## config.mk

```make
export PLATFORM = sky130hd
export DESIGN_NAME = clk_div_ctrl
export DESIGN_NICKNAME = d
export VERILOG_FILES = /design/src/rtl/clk_div_ctrl_pkg.sv /design/src/rtl/clk_div_counter.sv /design/src/rtl/clk_div_ctrl.sv
export SDC_FILE = /design/constraint.sdc
export NUM_CORES = 1
export LEC_CHECK = 0
export CORE_ASPECT_RATIO = 0.75
export CORE_MARGIN = 3
export CORE_UTILIZATION = 55
export DETAILED_ROUTE_END_ITERATION = 12
export GPL_TIMING_DRIVEN = 0
export PLACE_DENSITY = 0.93
export SKIP_LAST_GASP = 1
export SLEW_MARGIN = 10
export SYNTH_ARGS = -nofsm -noshare
export SYNTH_HDL_FRONTEND = slang
export SYNTH_SLANG_ARGS = --single-unit
```

## constraint.sdc

```tcl
create_clock -name clk -period 2.7 [get_ports clk]
set_input_delay 0.405 -clock clk [delete_from_list [all_inputs] [get_ports clk]]
set_output_delay 0.405 -clock clk [all_outputs]
set_load 0.02 [all_outputs]
```

## src/rtl/clk_div_ctrl_pkg.sv

```systemverilog
//------------------------------------------------------------------------------
// clk_div_ctrl_pkg : shared state encoding and default width for clk_div_ctrl
// Revision 1.0
//------------------------------------------------------------------------------
`default_nettype none

package clk_div_ctrl_pkg;

  localparam int CNT_W_DEFAULT = 8;

  typedef enum logic [0:0] {
    IDLE = 1'b0,
    RUN  = 1'b1
  } state_t;

endpackage

`default_nettype wire

```

## src/rtl/clk_div_counter.sv

```systemverilog
//------------------------------------------------------------------------------
// clk_div_counter : half-period counter, wraps to zero on reaching limit
// Revision 1.0
//------------------------------------------------------------------------------
`default_nettype none

module clk_div_counter
  import clk_div_ctrl_pkg::*;
#(
  parameter int CNT_W = CNT_W_DEFAULT
) (
  input  logic             clk,
  input  logic             reset,
  input  logic             clear,
  input  logic [CNT_W-1:0] limit,
  output logic [CNT_W-1:0] count,
  output logic             tc
);

  assign tc = (count == limit);

  // Wrapping on tc keeps count within limit, so limit = all-ones never overflows.
  always_ff @(posedge clk or negedge reset) begin
    if (!reset) begin
      count <= '0;
    end else if (clear || tc) begin
      count <= '0;
    end else begin
      count <= count + CNT_W'(1);
    end
  end

endmodule

`default_nettype wire

```

## src/rtl/clk_div_ctrl.sv

```systemverilog
//------------------------------------------------------------------------------
// clk_div_ctrl : run/idle clock divider with glitch-free ratio change handshake
// Revision 1.0
//------------------------------------------------------------------------------
`default_nettype none

module clk_div_ctrl
  import clk_div_ctrl_pkg::*;
#(
  parameter int          CNT_W    = CNT_W_DEFAULT,
  parameter int unsigned RST_HALF = 0
) (
  input  logic             clk,
  input  logic             reset,
  input  logic             en,
  input  logic             cfg_valid,
  input  logic [CNT_W-1:0] cfg_half,
  output logic             cfg_ready,
  output logic             clk_out,
  output logic             rise_tick,
  output logic             busy,
  output logic [CNT_W-1:0] active_half
);

  state_t           state;
  logic             pend_v;
  logic [CNT_W-1:0] pend_half;
  logic [CNT_W-1:0] count;
  logic             tc;
  logic             cfg_fire;
  logic             boundary;

  assign cfg_ready = (state == IDLE) || !pend_v;
  assign cfg_fire  = cfg_valid && cfg_ready;
  assign busy      = (state == RUN);
  assign boundary  = (state == RUN) && tc && !clk_out;

  clk_div_counter #(
    .CNT_W (CNT_W)
  ) u_counter (
    .clk   (clk),
    .reset (reset),
    .clear (state != RUN),
    .limit (active_half),
    .count (count),
    .tc    (tc)
  );

  always_ff @(posedge clk or negedge reset) begin
    if (!reset) begin
      state       <= IDLE;
      clk_out     <= 1'b0;
      rise_tick   <= 1'b0;
      pend_v      <= 1'b0;
      pend_half   <= '0;
      active_half <= CNT_W'(RST_HALF);
    end else begin
      rise_tick <= 1'b0;
      case (state)
        IDLE: begin
          clk_out <= 1'b0;
          if (cfg_fire) begin
            active_half <= cfg_half;
          end
          if (en) begin
            state     <= RUN;
            clk_out   <= 1'b1;
            rise_tick <= 1'b1;
          end
        end
        RUN: begin
          if (boundary) begin
            // A boundary-cycle transfer is only possible with nothing pending.
            if (cfg_fire) begin
              active_half <= cfg_half;
            end else if (pend_v) begin
              active_half <= pend_half;
            end
            pend_v <= 1'b0;
            if (en) begin
              clk_out   <= 1'b1;
              rise_tick <= 1'b1;
            end else begin
              state <= IDLE;
            end
          end else begin
            if (tc) begin
              clk_out <= 1'b0;
            end
            if (cfg_fire) begin
              pend_half <= cfg_half;
              pend_v    <= 1'b1;
            end
          end
        end
        default: begin
          state   <= IDLE;
          clk_out <= 1'b0;
        end
      endcase
    end
  end

endmodule

`default_nettype wire

```

Yosys cells after proc, flatten, opt, wreduce, memory -nomap -nowiden
Cells that the tools add are included.
- bits in read-only memories: 0
- flip-flop bits (word level): 28
- RAM bits: 0
- bits in latches: 0
- output and inout port bits: 12
- memories: 0
- divide/modulo/power cells: 0
- equality and inequality tests: 6
- mux-type cells: 17
- shift operators: 0
- multipliers: 0
- reductions and logical operators: 12
- add/subtract/negate cells: 1
- $lt $le $gt $ge: 0
- bitwise operators: 2
- operators by type and width (operator ; count):
    two-way mux 8 bit ; 5
    one-hot mux 8 bit (2 select lines) ; 1
    adder 8 x 1 -> 8 bit (second input constant) ; 1
    equality test 8 bit ; 1
    two-way mux 1 bit ; 8
    inequality test 3 x 1 -> 1 bit (second input constant) ; 2
    one-hot mux 1 bit (2 select lines) ; 3
    AND reduction 3 bit ; 2
    AND reduction 2 bit ; 2
    logical AND 1 bit ; 3
    inequality test 3 bit (second input constant) ; 1
    logical NOT 1 bit ; 2
    logical OR 1 bit ; 2
    inequality test 2 x 1 -> 1 bit (second input constant) ; 1
    inequality test 2 bit (second input constant) ; 1
    NOT 1 bit ; 2
    nonzero test 2 bit ; 1

Longest topological paths before layout
Gate-level depths: netlist of run 1.
- depth after elaboration: 6
- depth in mapped cells: 5
- gate-level depth less buffers: 4

Hierarchy
Synthesis of run 1 repeated with hierarchy kept, for this count alone.
- cell total of the unflattened synthesis: 109
- area, all modules: 1355.0 um^2
- by module, submodules not included (module ; area each (um^2) ; cells an instance ; instances ; sequential area each (um^2)):
    clk_div_ctrl ; 833.3 ; 63 ; 1 ; 500.5
    clk_div_counter ; 521.8 ; 46 ; 1 ; 200.2

Least setup slack after synthesis of run 1
No wires, ideal clock.
- path type: reg-to-reg
- start point: reg active_half[2]
- end point: reg pend_half[0]
- setup time: 0.125 ns
- required time: 2.575 ns
- data arrival time: 1.592 ns
- period minus slack after synthesis: 1.717 ns
- path slack: 0.983 ns
- stages on the path, launching flop included: 6
- path through: dfrtp_1 > xnor2_1 > and4_4 > a311o_1 > buf_6 > mux2_4
- cells in the longest elaborated chain, start to end: 5
- RTL lines (what ; RTL line ; source):
    start, declared ; clk_div_ctrl.sv:22 ; output logic [CNT_W-1:0] active_half
    start signal, assigned ; clk_div_ctrl.sv:56 ; active_half <= CNT_W'(RST_HALF);
    start signal, assigned ; clk_div_ctrl.sv:63 ; active_half <= cfg_half;
    start signal, assigned ; clk_div_ctrl.sv:75 ; active_half <= cfg_half;
    equality test 8 bit ; clk_div_counter.sv:20 ; assign tc = (count == limit);
    logical AND 1 bit (2 in series) ; clk_div_ctrl.sv:36 ; assign boundary = (state == RUN) && tc && !clk_out;
    NOT 1 bit (no source line) ; n/a ;
    AND reduction 3 bit (no source line) ; n/a ;
    end signal, assigned ; clk_div_ctrl.sv:91 ; pend_half <= cfg_half;
    end, declared ; clk_div_ctrl.sv:27 ; logic [CNT_W-1:0] pend_half;
Every way passes these cells.
A chain may end at the register's enable or synchronous reset.

Worst setup path after layout of run 1
- start point: reg u_counter.count[2]
- end point: reg u_counter.count[2]
- cells in the longest elaborated chain, start to end: 3
- elaborated cells on any way between the ends: 4
- RTL lines (what ; RTL line ; source):
    start, declared ; clk_div_counter.sv:16 ; output logic [CNT_W-1:0] count,
    start signal, assigned ; clk_div_counter.sv:29 ; count <= count + CNT_W'(1);
    parallel branches: the longest is 2 deep, another holds adder 8 x 1 -> 8 bit ; n/a ;
    two-way mux 8 bit (*) ; clk_div_counter.sv:26 ; end else if (clear || tc) begin
Every way passes the cells marked *.

==> impl_metrics.tcl, run 1 <==
set metrics [dict create \
    status "completed" \
    cpPeakStageDelay_ps 650 \
    skew_ps 11.9 \
    drt_pre_antenna_iters 4 \
    synth_common_cells "28 x dfrtp_1, 10 x inv_1, 10 x nor2_1" \
    post_cts_resized 0 \
    start_util_pct 59.0 \
    diodes 0 \
    nFillCells 182 \
    synth_top_family_by_area "simple AND/OR/NAND/NOR gates" \
    synth_mux_area_share_pct 8.60 \
    cp-startpoint "u_counter.count[2]" \
    maxSlewViolCount 0 \
    grt_max_degree 29 \
    worst_pin_slew_ps 661 \
    critPathLaunchType "register" \
    cts_buffers 3 \
    synth_compound_area_share_pct 13.5 \
    grt_first_pass_wirelength_mm 5.24 \
    hold_path.class "in2async" \
    yosys.area_share.simple_pct 13.6 \
    synth_area_leader_cell "dfrtp_1" \
    vias_per_cell 6.08 \
    setup_viol 0 \
    dp_cells 181 \
    gp_congestion 0.835 \
    fin_nets 165 \
    worstSkewPairLatency_ps 340 \
    criticalPathCategory "reg2reg" \
    core_sq_um 2360 \
    r2r-start "u_counter.count[2]" \
    yosysTopAreaCellShare_pct 50.2 \
    leakage_nw 0.725 \
    syn-num-nets 137 \
    stdcell_count 184 \
    synthArstFlopShare_pct 100 \
    cts.clk_slew.worst_paths_ps 140 \
    dp_hpwl_mm 2.21 \
    cp_top_family "compound AO/OA/AOI/OAI gates" \
    drt_iter0_drc 56 \
    die-area_sq_um 3190 \
    fmax_mhz 493 \
    ys_top_cells_by_area "dfrtp_1 50%, mux2_4 8.6%, xnor2_1 5.6%" \
    slew_headroom_pct 55.7 \
    rows 15 \
    dpl_worst_slack_ps 660 \
    required_ps 2900 \
    cts_tree "done" \
    grt_pass1_vias 1117 \
    drt_wl_total_mm 3.12 \
    cp_max_fo 10 \
    antenna_found_initial 0 \
    area_delta_synth_final_pct 20.8 \
    seq_area_sq_um 701 \
    rsz0062_at_grt "no" \
    period_minus_slack_ps 2030 \
    cts.sinks 28 \
    die_h_um 49.6 \
    io_pins 24 \
    synth.avg_cell_area_sq_um 11.3 \
    grt_use_total_pct 22.1 \
    synth_cell_types 29 \
    synthXorXnorAreaFrac_pct 8.78 \
    max_cap_violations 0 \
    path_buf_inv 0 \
    synthAdderAreaFrac_pct 0.896 \
    hold_viol_final 0 \
    path_cells "xnor2_1 -> nand4_1 -> o21ai_1 -> nor2_1" \
    endpoint_kind "register" \
    dieWidth_um 64.2 \
    synthCells 124 \
    final_antenna_net_count 0 \
    cts_root_buffer "clkbuf_4" \
    crit_slowest_cell "o21ai_1" \
    drive_above_1_share_pct 10.7 \
    routed-via-count 1119 \
    routedWlPerCell_um 17.0 \
    synth-edff-count 0 \
    fin_crit_sh_pct 75.2 \
    grt_overflow 0 \
    cts_setup_buffers 0 \
    post-synth-top-count-cell "dfrtp_1" \
    htreeDepth 1 \
    yosys_register_bits 28 \
    power_density_nw_per_um2 1120 \
    ys_seq_area_share_pct 50.2 \
    finalPower_mw 1.89 \
    multi_input_area_sq_um 634 \
    drc 0 \
    yosysWarnings 0 \
    setup_ws_ps 670 \
    syn_area_sq_um 1400 \
    ir_drop_mv 0.613 \
    ys.flop_type "dfrtp_1" \
    hold_buffers 0 \
    worst_ep_arrival_time_ps 2230 \
    timing.setup.tns_ps 0 \
    clk_path_buf_depth 2 \
    io_buffers 23 \
]
layer usage:
metal  share of wire [%]  vias up  wire, um  track usage (%)
li1                    -      516         -                -
met4                 2.2        0        70             9.47
met5                   0        -         0                0
met2                  48       44      1490             36.2
met3                 7.3       11       228             7.74
met1                  43      548      1330             26.5
sequential cells by signal (all words and copies together), names as in the netlist:
| name | cells |
|---|---|
| busy | 1 |
| pend_v | 1 |
| rise_tick | 1 |
| u_counter.count | 8 |
| pend_half | 8 |
| clk_out | 1 |
| active_half | 8 |
worst register-to-register path, delay by kind of cell (launching register included):
family	cells	cell delay [ps]
xor gates and xnor gates	1	220
and+or+nand+nor	2	560
AOI/OAI and AO/OA	1	650
DFF	1	460
power breakdown:
part | total, mW | internal, mW | switching (mW)
registers | 0.805 | 0.606 | 0.198
clock network | 0.172 | 0.0526 | 0.119
logic | 0.908 | 0.438 | 0.471
cell usage in the layout (no fill, tap or decap), drive strengths merged:
cell | Yosys | final
and3 | 2 | 2
nand2b | 1 | 1
xnor2 | 9 | 9
a31o | 1 | 1
buf | 2 | 3
and2 | 1 | 1
nand2 | 2 | 2
nor2 | 10 | 10
ha | 1 | 1
a311o | 1 | 1
a311oi | 8 | 8
o2bb2ai | 1 | 1
inv | 10 | 10
o21ai | 1 | 1
dfrtp | 28 | 28
nand4 | 2 | 2
mux2 | 8 | 8
and4 | 2 | 2
clkdlybuf4s50 | 0 | 22
a21oi | 2 | 2
a211oi | 8 | 8
xor2 | 5 | 5
o31ai | 1 | 1
nand3 | 6 | 6
clkbuf | 2 | 5
nor3b | 1 | 1
a41oi | 1 | 1
nor4 | 8 | 8
layout make-up:
class,count,share of cell area [%]
Timing Repair Buffer,23,13.4
Sequential cell,28,41.5
Multi-Input combinational cell,82,37.6
Buffer,4,1.41
Tap cell,34,2.52
Clock buffer,3,1.34
Inverter,10,2.23
per-stage QoR:
step	utilization [%]	cell area (sq um)	hold slack [ps]
floorplan	-	1400	109
global placement	70.6	1670	498
detailed placement	70.6	1670	493
CTS	71.5	1690	531
global route	71.3	1690	92.6
finish	71.3	1690	53.0
worst paths after layout:
kind	endpoint	slack [ps]	cells after the start
hold reg to reg	pend_half[3]	540	1
hold / removal	active_half[5]	50	1
max in group asynchronous	active_half[1]	2230	1
setup / recovery	u_counter.count[2]	670	4
min in group clk	pend_half[3]	540	1
setup reg to reg	u_counter.count[2]	670	4
cells by family after synthesis:
logic type,Yosys count
DFF,28
AOI/OAI and AO/OA,24
muxes,8
and+or+nand+nor,35
xor gates and xnor gates,14
adders and majority gates,1
buffers and inverters,14
Power figures use the tool's default switching activity.
==> run 2: changes to the inputs <==
- CORE_UTILIZATION: 55 -> 51
- PLACE_DENSITY: 0.93 -> 0.88
- clock period: 2.7 -> 1.97 ns (I/O delays scaled with it)
==> impl_metrics.tcl, run 2 (synthesized netlist as in run 1, its figures left out) <==
set metrics [dict create \
    status "completed" \
    drt_iter0_drc 76 \
    rsz0062_at_grt "yes" \
    diodes 0 \
    crit_slowest_cell "o31ai_1" \
    worst_pin_slew_ps 609 \
    io_pins 24 \
    dp_hpwl_mm 2.18 \
    htreeDepth 1 \
    antenna_found_initial 0 \
    routedWlPerCell_um 16.1 \
    cts.sinks 28 \
    mostFrequentLayoutCell "dfrtp_1" \
    hold_path.class "in2async" \
    dieWidth_um 66.4 \
    grt_use_total_pct 19.5 \
    clk_path_buf_depth 2 \
    routed-via-count 1094 \
    cpPeakStageDelay_ps 570 \
    maxSlewViolCount 0 \
    ir_drop_mv 1.03 \
    drt_pre_antenna_iters 4 \
    grt_max_degree 29 \
    worst_ep_arrival_time_ps 2220 \
    fin_nets 165 \
    cp_max_fo 10 \
    dpl_worst_slack_ps -60.6 \
    clkPwrFrac_pct 10.4 \
    drive_above_1_share_pct 11.9 \
    skew_ps 7.00 \
    dp_cells 181 \
    drc 0 \
    cts_setup_buffers 0 \
    placed_area_sq_um 1670 \
    final_cell_mix "28 x dfrtp_1, 22 x clkdlybuf4s50_1, 10 x nor2_1, 10 x inv_1, 9 x xnor2_1" \
    timing.setup.tns_ps 0 \
    rows 15 \
    grt_overflow 0 \
    setup_ws_ps 26.0 \
    cts.clk_slew.worst_paths_ps 140 \
    combinationalPowerShare_pct 47.6 \
    cts_root_buffer "clkbuf_4" \
    die_h_um 51.3 \
    worstSkewPairLatency_ps 330 \
    stdcell_count 185 \
    rrSetupSlack_ps 30 \
    start_util_pct 57.2 \
    biggestRegsByFlops "active_half (8), pend_half (8), u_counter.count (8)" \
    path_buf_inv 0 \
    gr-usage-met2_pct 30.6 \
    power_frac_seq_pct 41.9 \
    gp_congestion 0.828 \
    nFillCells 185 \
    switchingPower_mw 1.07 \
    io_buffers 23 \
    cts_buffers 3 \
    hold_viol_final 0 \
    leakage_nw 0.738 \
    internal_power_mw 1.55 \
    path_cells "xnor2_1 -> nand4_1 -> o31ai_1 -> and2_1" \
    slew_headroom_pct 59.4 \
    critPathLaunchType "register" \
    fmax_mhz 514 \
    max_cap_violations 0 \
    grtUsageMet3_pct 5.49 \
    drt_wl_total_mm 2.99 \
    final_antenna_net_count 0 \
    setup_viol 0 \
    gr-max-usage-layer "met2" \
    cts_tree "done" \
    die-area_sq_um 3410 \
    cp_top_family "simple AND/OR/NAND/NOR gates" \
    endpoint_kind "register" \
    required_ps 2250 \
    fin_area_sq_um 1710 \
    area_delta_synth_final_pct 22.5 \
    grt_first_pass_wirelength_mm 4.93 \
    criticalPathCategory "reg2reg" \
    vias_per_cell 5.91 \
    power_density_nw_per_um2 1530 \
    period_minus_slack_ps 1940 \
    swShare_pct 40.9 \
    grt_pass1_vias 1072 \
    holdWs_ps 489 \
    fin_crit_sh_pct 98.7 \
    core_sq_um 2440 \
    met1_usage_pct 25.4 \
]
[run 2: final cells by class]
class / instances / area [sq um] / area share, %
repair buffers: 24 / 235 / 13.8
inverters: 10 / 37.5 / 2.19
well taps: 34 / 42.5 / 2.49
plain buffers: 3 / 20.0 / 1.17
flip-flops and latches: 28 / 701 / 41.0
multi-input cells: 82 / 638 / 37.3
clock buffers: 4 / 36.3 / 2.12
[run 2: through the flow]
stage                     power, mW  utilization [%]
final                          2.62             70.1
after global routing           2.79             70.1
after CTS                      2.62             70.1
after detailed placement       2.34             68.4
after global placement         2.28             68.4
after floorplan                1.90                -
[run 2: worst register-to-register path, delay by kind of cell (launching register included)]
kind	cells	cell delay (ps)
AND/OR/NAND/NOR	2	670
AO/OA/AOI/OAI	1	570
flip-flops	1	440
XOR/XNOR	1	220
[run 2: metal layers]
layer  up-vias  part of all wire (%)
met5         -                     0
met2        47                    44
met3         6                   7.6
li1        513                     -
met1       528                    47
met4         0                   1.2
[run 2: path summary, 6_finish.rpt]
kind                       cells past startpoint               start            endpoint
max                                            4  u_counter.count[6]           rise_tick
min                                            2               reset      active_half[7]
max reg2reg                                    4  u_counter.count[6]           rise_tick
min reg2reg                                    1        pend_half[1]        pend_half[1]
max in group asynchronous                      2               reset  u_counter.count[4]
min in group clk                               3         cfg_half[3]      active_half[3]
[run 2: power groups by stage]
stage / Sequential [mW] / Clock, mW / Combinational, mW
4_1_cts: 1.09 / 0.281 / 1.25
3_3_place_gp: 1.09 / 0 / 1.18
6_report: 1.10 / 0.273 / 1.25
2_1_floorplan: 1.15 / 0 / 0.743
5_1_grt: 1.13 / 0.308 / 1.36
3_5_place_dp: 1.10 / 0 / 1.24
[run 2: timing repair]
item	4_1_cts	5_1_grt
endpoints found under the hold margin	0	28
gates resized for setup	1	0
hold buffers	0	1
endpoints found under the setup margin	9	12
